==> src/rtl/dmem_pkg.sv <==
// Shared types, constants and address checking for the data-memory arbiter.
package dmem_pkg;

  typedef enum logic [1:0] {
    ST_IDLE   = 2'd0,
    ST_ACCESS = 2'd1,
    ST_RESP   = 2'd2
  } state_e;

  localparam int unsigned DMEM_DEPTH_WORDS = 1024;
  localparam int unsigned WORD_BYTES       = 4;

  // True when a byte address is not word aligned or lies beyond the memory.
  function automatic logic addr_is_bad(input logic [31:0] addr, input int unsigned depth_words);
    logic misaligned;
    logic out_of_range;
    misaligned   = ((addr & 32'(WORD_BYTES - 1)) != 32'd0);
    out_of_range = ({2'b00, addr[31:2]} >= depth_words);
    return misaligned | out_of_range;
  endfunction

endpackage

==> src/rtl/dmem_arbiter_rr_arbiter.sv <==
// Combinational round-robin picker: first asserted request at or after the pointer.
module rr_arbiter #(
  parameter int unsigned N_REQ = 2,
  parameter int unsigned IDX_W = (N_REQ > 1) ? $clog2(N_REQ) : 1
) (
  input  logic [N_REQ-1:0] req_i,
  input  logic [IDX_W-1:0] ptr_i,
  output logic [N_REQ-1:0] grant_o,
  output logic [IDX_W-1:0] grant_idx_o,
  output logic             any_grant_o
);

  logic [IDX_W-1:0] cand;

  // Scan ptr, ptr+1, ... modulo N_REQ and keep the first hit.
  always_comb begin
    grant_o     = '0;
    grant_idx_o = '0;
    any_grant_o = 1'b0;
    cand        = '0;
    for (int unsigned k = 0; k < N_REQ; k++) begin
      cand = IDX_W'((32'(ptr_i) + k) % N_REQ);
      if (!any_grant_o && req_i[cand]) begin
        any_grant_o    = 1'b1;
        grant_o[cand]  = 1'b1;
        grant_idx_o    = cand;
      end
    end
  end

endmodule

==> src/rtl/dmem_arbiter.sv <==
// Shares one single-port word memory between N_REQ requesters, one transaction at a time.
module dmem_arbiter
  import dmem_pkg::*;
#(
  parameter int unsigned N_REQ       = 2,
  parameter int unsigned DEPTH_WORDS = DMEM_DEPTH_WORDS,
  parameter int unsigned ADDR_W      = 32,
  parameter int unsigned DATA_W      = 32,
  parameter int unsigned IDX_W       = (N_REQ > 1) ? $clog2(N_REQ) : 1
) (
  input  logic                    clk,
  input  logic                    rst,
  input  logic [N_REQ-1:0]        req_valid,
  output logic [N_REQ-1:0]        req_ready,
  input  logic [N_REQ-1:0]        req_we,
  input  logic [N_REQ*ADDR_W-1:0] req_addr,
  input  logic [N_REQ*DATA_W-1:0] req_wdata,
  output logic [N_REQ-1:0]        rsp_valid,
  input  logic [N_REQ-1:0]        rsp_ready,
  output logic [DATA_W-1:0]       rsp_rdata,
  output logic                    rsp_err,
  output logic                    mem_read,
  output logic                    mem_write,
  output logic [ADDR_W-1:0]       mem_address,
  output logic [DATA_W-1:0]       mem_write_data,
  input  logic [DATA_W-1:0]       mem_read_data,
  output logic                    busy,
  output logic [IDX_W-1:0]        grant_id
);

  state_e            state_q, state_d;
  logic [IDX_W-1:0]  ptr_q, ptr_d;
  logic [IDX_W-1:0]  grant_q, grant_d;
  logic              we_q, we_d;
  logic              err_q, err_d;
  logic [ADDR_W-1:0] mem_addr_q, mem_addr_d;
  logic [DATA_W-1:0] mem_wdata_q, mem_wdata_d;
  logic [DATA_W-1:0] rdata_q, rdata_d;

  logic [N_REQ-1:0]  win_oh;
  logic [IDX_W-1:0]  win_idx;
  logic              win_any;
  logic [ADDR_W-1:0] addr_arr  [N_REQ];
  logic [DATA_W-1:0] wdata_arr [N_REQ];
  logic [ADDR_W-1:0] sel_addr;
  logic              sel_bad;

  rr_arbiter #(.N_REQ(N_REQ), .IDX_W(IDX_W)) u_rr (
    .req_i       (req_valid),
    .ptr_i       (ptr_q),
    .grant_o     (win_oh),
    .grant_idx_o (win_idx),
    .any_grant_o (win_any)
  );

  // Unpack the flattened request buses and qualify the winner's address.
  always_comb begin
    for (int unsigned i = 0; i < N_REQ; i++) begin
      addr_arr[i]  = req_addr[i*ADDR_W +: ADDR_W];
      wdata_arr[i] = req_wdata[i*DATA_W +: DATA_W];
    end
    sel_addr = addr_arr[win_idx];
    sel_bad  = addr_is_bad(32'(sel_addr), DEPTH_WORDS);
  end

  // State and command registers.
  always_ff @(posedge clk) begin
    if (rst) begin
      state_q     <= ST_IDLE;
      ptr_q       <= '0;
      grant_q     <= '0;
      we_q        <= 1'b0;
      err_q       <= 1'b0;
      mem_addr_q  <= '0;
      mem_wdata_q <= '0;
      rdata_q     <= '0;
    end else begin
      state_q     <= state_d;
      ptr_q       <= ptr_d;
      grant_q     <= grant_d;
      we_q        <= we_d;
      err_q       <= err_d;
      mem_addr_q  <= mem_addr_d;
      mem_wdata_q <= mem_wdata_d;
      rdata_q     <= rdata_d;
    end
  end

  // Next-state logic: accept in IDLE, one memory cycle in ACCESS, wait for the owner in RESP.
  always_comb begin
    state_d     = state_q;
    ptr_d       = ptr_q;
    grant_d     = grant_q;
    we_d        = we_q;
    err_d       = err_q;
    mem_addr_d  = mem_addr_q;
    mem_wdata_d = mem_wdata_q;
    rdata_d     = rdata_q;
    req_ready   = '0;
    unique case (state_q)
      ST_IDLE: begin
        if (win_any) begin
          req_ready = win_oh;
          grant_d   = win_idx;
          we_d      = req_we[win_idx];
          err_d     = sel_bad;
          if (!sel_bad) begin
            mem_addr_d  = sel_addr;
            mem_wdata_d = wdata_arr[win_idx];
          end
          state_d = ST_ACCESS;
        end
      end
      ST_ACCESS: begin
        rdata_d = (!err_q && !we_q) ? mem_read_data : '0;
        state_d = ST_RESP;
      end
      ST_RESP: begin
        if (rsp_ready[grant_q]) begin
          ptr_d   = IDX_W'((32'(grant_q) + 32'd1) % N_REQ);
          state_d = ST_IDLE;
        end
      end
      default: state_d = ST_IDLE;
    endcase
  end

  // Memory strobes and response outputs; strobes are masked while reset is asserted.
  always_comb begin
    mem_read       = !rst && (state_q == ST_ACCESS) && !err_q && !we_q;
    mem_write      = !rst && (state_q == ST_ACCESS) && !err_q && we_q;
    mem_address    = mem_addr_q;
    mem_write_data = mem_wdata_q;
    rsp_rdata      = rdata_q;
    rsp_err        = err_q;
    busy           = (state_q != ST_IDLE);
    grant_id       = grant_q;
    for (int unsigned i = 0; i < N_REQ; i++) begin
      rsp_valid[i] = (state_q == ST_RESP) && (grant_q == IDX_W'(i));
    end
  end

endmodule

==> config.mk <==
export PLATFORM = sky130hd
export DESIGN_NAME = dmem_arbiter
export DESIGN_NICKNAME = d
export VERILOG_FILES = /design/src/rtl/dmem_pkg.sv /design/src/rtl/dmem_arbiter_rr_arbiter.sv /design/src/rtl/dmem_arbiter.sv
export SDC_FILE = /design/constraint.sdc
export NUM_CORES = 1
export LEC_CHECK = 0
export CELL_PAD_IN_SITES_DETAIL_PLACEMENT = 0
export CELL_PAD_IN_SITES_GLOBAL_PLACEMENT = 1
export CORE_ASPECT_RATIO = 1.75
export CORE_UTILIZATION = 37
export CTS_BUF_LIST = sky130_fd_sc_hd__clkbuf_8 sky130_fd_sc_hd__clkbuf_16
export CTS_CLUSTER_SIZE = 14
export DETAILED_ROUTE_END_ITERATION = 6
export DONT_BUFFER_PORTS = 1
export PLACE_DENSITY = 0.72
export SLEW_MARGIN = 20
export SYNTH_ARGS = -nofsm -noshare
export SYNTH_HDL_FRONTEND = slang
export SYNTH_SLANG_ARGS = --single-unit
==> constraint.sdc <==
create_clock -name clk -period 4.3 [get_ports clk]
set_clock_uncertainty 0.05 [all_clocks]
set_input_delay 0.43 -clock clk [delete_from_list [all_inputs] [get_ports clk]]
set_output_delay 0.43 -clock clk [all_outputs]
set_load 0.02 [all_outputs]
### Word-level counts from Yosys, hierarchy flattened

Index checks and enable logic that the tools add are counted.

* flip-flop bits (word level): 102
* bits of input ports: 168
* output and inout port bits: 105
* word-level logic and storage cells: 78

* add/subtract/negate cells: 2
* magnitude comparators: 8
* equal/unequal tests: 4
* mux-type cells: 30
* bitwise operators: 5
* reduce and logical (&&, ||, !) cells: 21

Operators with widths (count)
* 32-bit two-way mux: 7
* 32-bit nonzero test: 1
* 30-bit by 11-bit greater-or-equal comparator with 1-bit output (second input constant): 1
* 1-bit two-way mux: 14
* 2-bit two-way mux: 6
* 1-bit logical AND: 10
* 1-bit by 2-bit less-than comparator with 1-bit output (second input constant): 4
* 2-bit one-hot mux with 3 select lines: 1
* 2-bit AND reduction: 3
* 1-bit logical NOT: 4
* 3-bit AND reduction: 1
* 1-bit adder (second input constant): 2
* 1-bit demux with 1-bit select: 2
* 2-bit by 1-bit equality test with 1-bit output (second input constant): 1
* 2-bit equality test (second input constant): 1
* 1-bit greater-or-equal comparator (second input constant): 2
* 2-bit greater-or-equal comparator (second input constant): 1
* 2-bit logical NOT: 1
* 2-bit by 1-bit inequality test with 1-bit output (second input constant): 1
* 2-bit inequality test (second input constant): 1
* 1-bit NOT: 2
* 1-bit NOT with 2-bit output: 1
* 2-bit OR: 1
* 2-bit nonzero test: 1
* 1-bit OR: 1

### Depth between registers and ports, before layout

Gate-level depths: netlist of the first run.

* word-level depth: 14
* mapped depth: 8
* depth with buffers taken out: 5

### Modules after synthesis

Synthesis of the first run repeated with hierarchy kept, for this count alone.

* cell total of the unflattened synthesis: 446
* area, all modules: 4374.2 um^2

Modules (own cells, without submodules)
* dmem_arbiter: instances 1, cells each 441, area an instance 4341.7 um^2
* rr_arbiter: instances 1, cells each 5, area an instance 32.5 um^2

### Least setup slack after synthesis of the first run

OpenSTA, ideal clock, no wires.

* path type: input-to-output
* from: in rst
* to: out mem_read
* arrival time: 1600 ps
* slack: 2220 ps
* stages: 3
* buffers on the path: 2
* path through: clkbuf_1 -> clkbuf_1 -> nor4_1

* longest elaborated chain between the ends: 4

RTL lines
* start: declaration: line dmem_arbiter.sv:12 `input logic rst,`
* 1-bit logical NOT: line dmem_arbiter.sv:130 `mem_read = !rst && (state_q == ST_ACCESS) && !err_q && !we_q;`
* 1-bit logical AND (3 in a row): line dmem_arbiter.sv:130
* end: declaration: line dmem_arbiter.sv:22 `output logic mem_read,`

Every way passes these cells.

### Worst setup path after layout of the first run

* from: reg ptr_q
* to: reg mem_addr_q[2], in the netlist mem_address[2]

* longest elaborated chain between the ends: 14
* elaborated cells on any way between the ends: 20
* those cells by class: 1 x add/sub; 1 x order compare; 11 x mux; 3 x bitwise; 4 x reduce/logical

RTL lines
* start: declaration: line dmem_arbiter.sv:32 `logic [IDX_W-1:0] ptr_q, ptr_d;`
* start signal: assignment: line dmem_arbiter.sv:79 `ptr_q <= ptr_d;`
* 1-bit two-way mux (not written as such) (2 in a row): line dmem_arbiter_rr_arbiter.sv:23 `if (!any_grant_o && req_i[cand]) begin`
* 1-bit two-way mux: line dmem_arbiter_rr_arbiter.sv:23
* 1-bit logical NOT: line dmem_arbiter_rr_arbiter.sv:23
* 1-bit logical AND: line dmem_arbiter_rr_arbiter.sv:23
* 1-bit two-way mux: line dmem_arbiter_rr_arbiter.sv:23
* 1-bit NOT with 2-bit output (not written as such): line dmem_arbiter.sv:62 `sel_addr = addr_arr[win_idx];`
* 32-bit two-way mux (not written as such) (3 in a row): line dmem_arbiter.sv:62
* 30-bit by 11-bit greater-or-equal comparator with 1-bit output or 32-bit nonzero test (tied branches): line dmem_pkg.sv:18, dmem_pkg.sv:17
* 1-bit OR: line dmem_pkg.sv:19 `return misaligned | out_of_range;`
* 1-bit NOT (no line)
* 3-bit AND reduction (no line)
* end signal: assignment: line dmem_arbiter.sv:83 `mem_addr_q <= mem_addr_d;`
* end: declaration: line dmem_arbiter.sv:36 `logic [ADDR_W-1:0] mem_addr_q, mem_addr_d;`

Parallel ways exist; a longest one is shown, timed or not. The select of a mux whose other input is x is not followed.
A chain may end at the register's enable or synchronous reset.

==> results.json, run 1 <==
{
  "combPwrFrac_pct": 7.1,
  "final_layout_size_suffix_gt1_share_pct": 25.75,
  "fin_cells": 600,
  "hp-class": "input pin to flop",
  "start_kind": "flop",
  "crit_required_ns": 4.49,
  "power.leakage_nw": 1.945,
  "grt.total_usage_pct": 16.00,
  "regArea_mm2": 0.002042,
  "grt_remaining_overflow": 0,
  "total_power_mw": 1.938,
  "switchingPower_mw": 0.4962,
  "dieArea_mm2": 0.01298,
  "p_int_mw": 1.442,
  "dpl_cell_area_mm2": 0.004622,
  "cts_tree": "built",
  "core-area_mm2": 0.01207,
  "finalCritPeriodShare_pct": 58.82,
  "power_switching_share_pct": 25.60,
  "viasPerCell": 5.458,
  "yosysMostFrequentCell": "dfxtp_1",
  "setup_ws_ns": 1.771,
  "share_seq_of_total_power_pct": 52.0,
  "worst_pin_slew_ns": 0.9305,
  "post_cts_resized": 0,
  "grt_pass1_wl_um": 16080,
  "root_buffer": "clkbuf_16",
  "synth.area.top_cells": "dfxtp_1 44%, mux2i_1 9.5%, nor3_2 8.6%, a21oi_2 7.8%, and3_1 5.7%",
  "nets": 598,
  "status": "complete, no violations",
  "die-width_um": 86.56,
  "path_clk_slew_ns": 0.07,
  "synthMuxAreaShare_pct": 10.00,
  "maxSlewHeadroom_pct": 37.09,
  "cts_sinks": 102,
  "cts_max_path_buffers": 2,
  "ys_top_cells_by_count": "102 x dfxtp_1, 44 x mux2i_1, 42 x and3_1, 42 x nor2_1, 41 x a21oi_2",
  "pin_count": 273,
  "wl_um": 10680,
  "setup_viol": 0,
  "preCtsSetupSlack_ns": 1.706,
  "drtIter0Drc": 90,
  "hold_viol": 0,
  "synth_compound_area_share_pct": 15.16,
  "synth-edff-count": 0,
  "worstPathArrival_ns": 2.71,
  "fin_crit_ns": 2.529,
  "crit_fanout": 53,
  "gp_congestion": 0.7758,
  "pwr-share-clk_pct": 40.9,
  "fmax_mhz": 395.4,
  "synth_top_area_cell": "dfxtp_1",
  "start_util_pct": 38.36,
  "final_core_util_pct": 40.72,
  "drt-pass1-iter-count": 4,
  "synthXorXnorAreaFrac_pct": 0,
  "post-synth-top-area-fraction_pct": 44.11,
  "drv_slew": 0,
  "stdcell_area_mm2": 0.004915,
  "row_count": 53,
  "yosysWarnings": 0,
  "grt_pass1_vias": 3269,
  "vias": 3275,
  "synth_top_family_by_area": "simple AND/OR/NAND/NOR gates",
  "postCtsHoldBufs": 0,
  "dp_cells": 584,
  "synth_ff_type": "dfxtp_1",
  "diodes": 0,
  "max_cap_viol_count": 0,
  "n_fill_cell": 1224,
  "synthesis.nets": 621,
  "antenna_found_initial": 0,
  "postRouteAntennaNets": 0,
  "yosys.area_share.simple_pct": 24.38,
  "synthCells": 453,
  "yosysSeqAreaShare_pct": 44.11,
  "path_class": "flop to flop",
  "area_delta_synth_final_pct": 6.162,
  "cts-htree-levels": 3,
  "hpwl_um": 7733,
  "holdWs_ns": 0.1093,
  "clock_latency_ns": 0.34,
  "numCtsBuffers": 9,
  "synth_cell_types": 36,
  "peakVddDrop_mv": 0.1756,
  "numPortBuffers": 0,
  "pwr_density_cell_mw_per_mm2": 394.3,
  "rsz0062_at_grt": "false",
  "postSynth.asyncResetShare_pct": 0,
  "grt_max_degree": 83,
  "syn_avg_cell_area_um2": 10.22,
  "end_kind": "flop",
  "multi_input_area_mm2": 0.002310,
  "die_y_um": 150.0,
  "synth_area_mm2": 0.004629,
  "wl_per_cell_um": 17.81,
  "ys_ff_latch": 102,
  "cts_setup_buffers": 0,
  "post-route-drc-count": 0,
  "setup_tns_ns": 0,
  "synthAdderAreaFrac_pct": 0
}
## path summary, 6_finish.rpt
check	to	from	cells after the start	slack, ns
min reg2reg	we_q	we_q	2	0.50
min	mem_write_data[13]	rst	1	0.11
max	mem_address[2]	ptr_q	5	1.77
max reg2reg	mem_address[2]	ptr_q	5	1.77
## state kept, by name (all words and copies together) (netlist names)
register	count
mem_address	32
mem_write_data	32
rsp_rdata	32
state_q	2
grant_id	1
ptr_q	1
rsp_err	1
we_q	1
## kinds of logic (layout without fill, tap and decap cells)
kind of cell | after synthesis | count (layout)
buf+inv | 44 | 26
mux | 45 | 45
flops | 102 | 102
simple gates | 176 | 176
compound gates | 86 | 86
## cell type report
| class | count | area share [%] |
|---|---|---|
| clock buffers | 10 | 4.863 |
| multi-input cells | 307 | 47.00 |
| well taps | 165 | 4.201 |
| clock inverters | 6 | 1.095 |
| flip-flops and latches | 102 | 41.55 |
| inverters | 3 | 0.2291 |
| repair buffers | 7 | 1.069 |
## layer usage
metal | vias up | GRT usage [%] | part of all wire, %
met1 | 1512 | 17.86 | 39
li1 | 1563 | - | -
met5 | - | 0 | 0
met2 | 186 | 28.29 | 51
met4 | 0 | 6.750 | 1.7
met3 | 14 | 4.192 | 8.2
## worst max-delay path, stage by stage, from the launching register on
cell and delay, ns:
dfxtp_1 0.39, o21ai_4 0.56, mux2i_4 0.51, buf_4 0.55, and3_1 0.28, nor3_2 0.04
## power by group through the flow
stage	Combinational, mW	Sequential [mW]	Clock [mW]
2_1_floorplan	0.133	1.02	0
6_report	0.138	1.01	0.793
4_1_cts	0.139	1.01	0.818
3_3_place_gp	0.136	1.03	0
5_1_grt	0.152	1.01	0.851
3_5_place_dp	0.140	1.03	0
## cells in the final DEF, fill, tap and decap left out, types with 2 or more instances in the layout
cell type / Yosys / final
inv_1: 2 / 2
dfxtp_1: 102 / 102
nor2b_1: 2 / 2
clkbuf_16: 0 / 9
nor4_1: 6 / 6
mux2i_1: 44 / 44
a22oi_1: 32 / 32
and3_1: 42 / 42
buf_4: 10 / 7
clkinv_4: 0 / 3
nor3_1: 7 / 6
a21oi_1: 6 / 6
nand2_1: 6 / 6
nor2_1: 42 / 42
nor3_2: 40 / 41
and2_1: 24 / 24
a211oi_1: 2 / 2
nand3_1: 2 / 2
a21oi_2: 41 / 41
No activity file was read; power rests on OpenSTA's default activity.
==> run 2, diff against run 1 <==
Settings changed: PLACE_DENSITY 0.72 to 0.74.
Clock period 4.3 ns to 2.05 ns, I/O delays scaled along.
==> run 2 against run 1 <==
Global-route usage increased by 0.93 points; die area stayed put; routed wire length up 6.6%; register-to-register slack got worse by 1.7 ns; sequential power grew 110%; critical endpoint is now rsp_rdata[6]; clock-buffer cell count shrank 1; core utilization is 4.1 points higher; worst setup slack got worse by 1.7 ns; sequential cell count is the same.
==> results.json, run 2 (same netlist as run 1, synthesis figures left out) <==
{
  "worstPathArrival_ns": 2.19,
  "gp_congestion": 0.7810,
  "regArea_mm2": 0.002042,
  "holdWs_ns": 0.01512,
  "row_count": 53,
  "end_kind": "flop",
  "path_clk_slew_ns": 0.07,
  "numPortBuffers": 0,
  "p_int_mw": 3.177,
  "rrSetupSlack_ns": 0.1,
  "hold_viol": 0,
  "post-route-drc-count": 0,
  "start_util_pct": 38.36,
  "die_y_um": 150.0,
  "layout_common_cells": "102 x dfxtp_1, 44 x mux2i_1, 42 x nor2_1, 42 x and3_1, 41 x nor3_2",
  "cts_tree": "built",
  "pwr_density_cell_mw_per_mm2": 789.2,
  "wl_um": 11390,
  "hpwl_um": 7971,
  "final_layout_size_suffix_gt1_share_pct": 25.00,
  "drtIter0Drc": 52,
  "fmax_mhz": 511.8,
  "vias": 3443,
  "slowest_stage": "dlygate4sd3_1",
  "fin_cells": 641,
  "switchingPower_mw": 1.088,
  "hp-class": "input pin to flop",
  "cts_max_path_buffers": 2,
  "rsz0062_at_grt": "false",
  "drt-pass1-iter-count": 4,
  "drv_slew": 0,
  "dpl_cell_area_mm2": 0.004697,
  "grt_remaining_overflow": 0,
  "dp_cells": 589,
  "antenna_found_initial": 0,
  "peakVddDrop_mv": 0.3852,
  "pin_count": 273,
  "status": "complete, no violations",
  "max_cap_viol_count": 0,
  "grt.total_usage_pct": 16.93,
  "crit_fanout": 32,
  "clock_latency_ns": 0.34,
  "dieArea_mm2": 0.01298,
  "maxSlewHeadroom_pct": 68.85,
  "cts_sinks": 102,
  "viasPerCell": 5.371,
  "stdcell_area_mm2": 0.005404,
  "combPwrFrac_pct": 8.9,
  "setup_viol": 0,
  "grt_pass1_wl_um": 16910,
  "postRouteAntennaNets": 0,
  "slowest_delay_ns": 0.57,
  "finalCritPeriodShare_pct": 95.31,
  "grt_max_degree": 85,
  "root_buffer": "clkbuf_16",
  "diodes": 0,
  "share_seq_of_total_power_pct": 49.5,
  "preCtsSetupSlack_ns": 0.1359,
  "area_delta_synth_final_pct": 16.73,
  "crit_required_ns": 2.29,
  "power_switching_share_pct": 25.51,
  "start_kind": "flop",
  "worstPathCellList": "nand2b_1 -> buf_4 -> a22oi_1 -> nor2_1 -> dlygate4sd3_1",
  "setup_ws_ns": 0.09606,
  "power.leakage_nw": 2.217,
  "fin_crit_ns": 1.954,
  "final_common_cell": "dfxtp_1",
  "numCtsBuffers": 9,
  "core-area_mm2": 0.01207,
  "multi_input_area_mm2": 0.002322,
  "path_class": "flop to flop",
  "nets": 639,
  "pwr-share-clk_pct": 41.6,
  "cts-htree-levels": 3,
  "n_fill_cell": 1165,
  "grt_pass1_vias": 3260,
  "setup_tns_ns": 0,
  "worst_pin_slew_ns": 0.4672,
  "die-width_um": 86.56,
  "wl_per_cell_um": 17.77
}
[run 2: cell types whose count changed in the layout (fill, tap and decap cells not counted), sizes merged]
cell and delta:
clkinvlp -1, inv +1, clkbuf -1, dlygate4sd3 +35, bufinv +1, buf +6
[run 2: layer usage]
metal	vias to the layer above	track usage, %	wire, µm
li1	1646	-	-
met1	1588	17.75	4202
met2	186	30.20	5919
met3	23	5.571	940
met4	0	7.667	326
met5	-	0	0
[run 2: critical path: cells and delay by family (launching register included)]
family / cells / cell delay [ns]
DFF: 1 / 0.39
and+or+nand+nor: 2 / 0.36
AOI/OAI and AO/OA: 1 / 0.15
buffers and inverters: 2 / 0.94
[run 2: path summary, 6_finish.rpt]
kind | endpoint | startpoint | cells after the start
setup reg to reg | rsp_rdata[6] | state_q[1] | 5
setup / recovery | rsp_rdata[6] | state_q[1] | 5
hold / removal | ptr_q | rsp_ready[1] | 3
hold reg to reg | we_q | we_q | 2
[run 2: timing repair]
item                                    in CTS  in global routing
hold endpoints to repair                    79                  0
hold buffers                                36                  0
endpoints found under the setup margin       0                 54
gates resized for setup                      0                  3
setup buffers                                0                  0
[run 2: power groups by stage]
stage	Sequential, mW	Combinational, mW	Clock, mW
2_1_floorplan	2.14	0.279	0
3_3_place_gp	2.16	0.289	0
3_5_place_dp	2.16	0.299	0
4_1_cts	2.11	0.378	1.85
5_1_grt	2.12	0.416	1.93
6_report	2.11	0.380	1.77
[run 2: cell type report]
cell class,instances,share of cell area (%)
flip-flops and latches,102,37.79
well taps,165,3.820
multi-input cells,307,42.97
clock buffers,9,4.168
inverters,3,0.2084
clock inverters,7,1.621
repair buffers,48,9.423
[run 2: metrics by stage]
step	total power [mW]	util [%]
CTS	4.338	44.64
floorplan	2.421	-
global placement	2.446	38.92
detailed placement	2.456	38.92
finish	4.265	44.78
global route	4.467	44.78
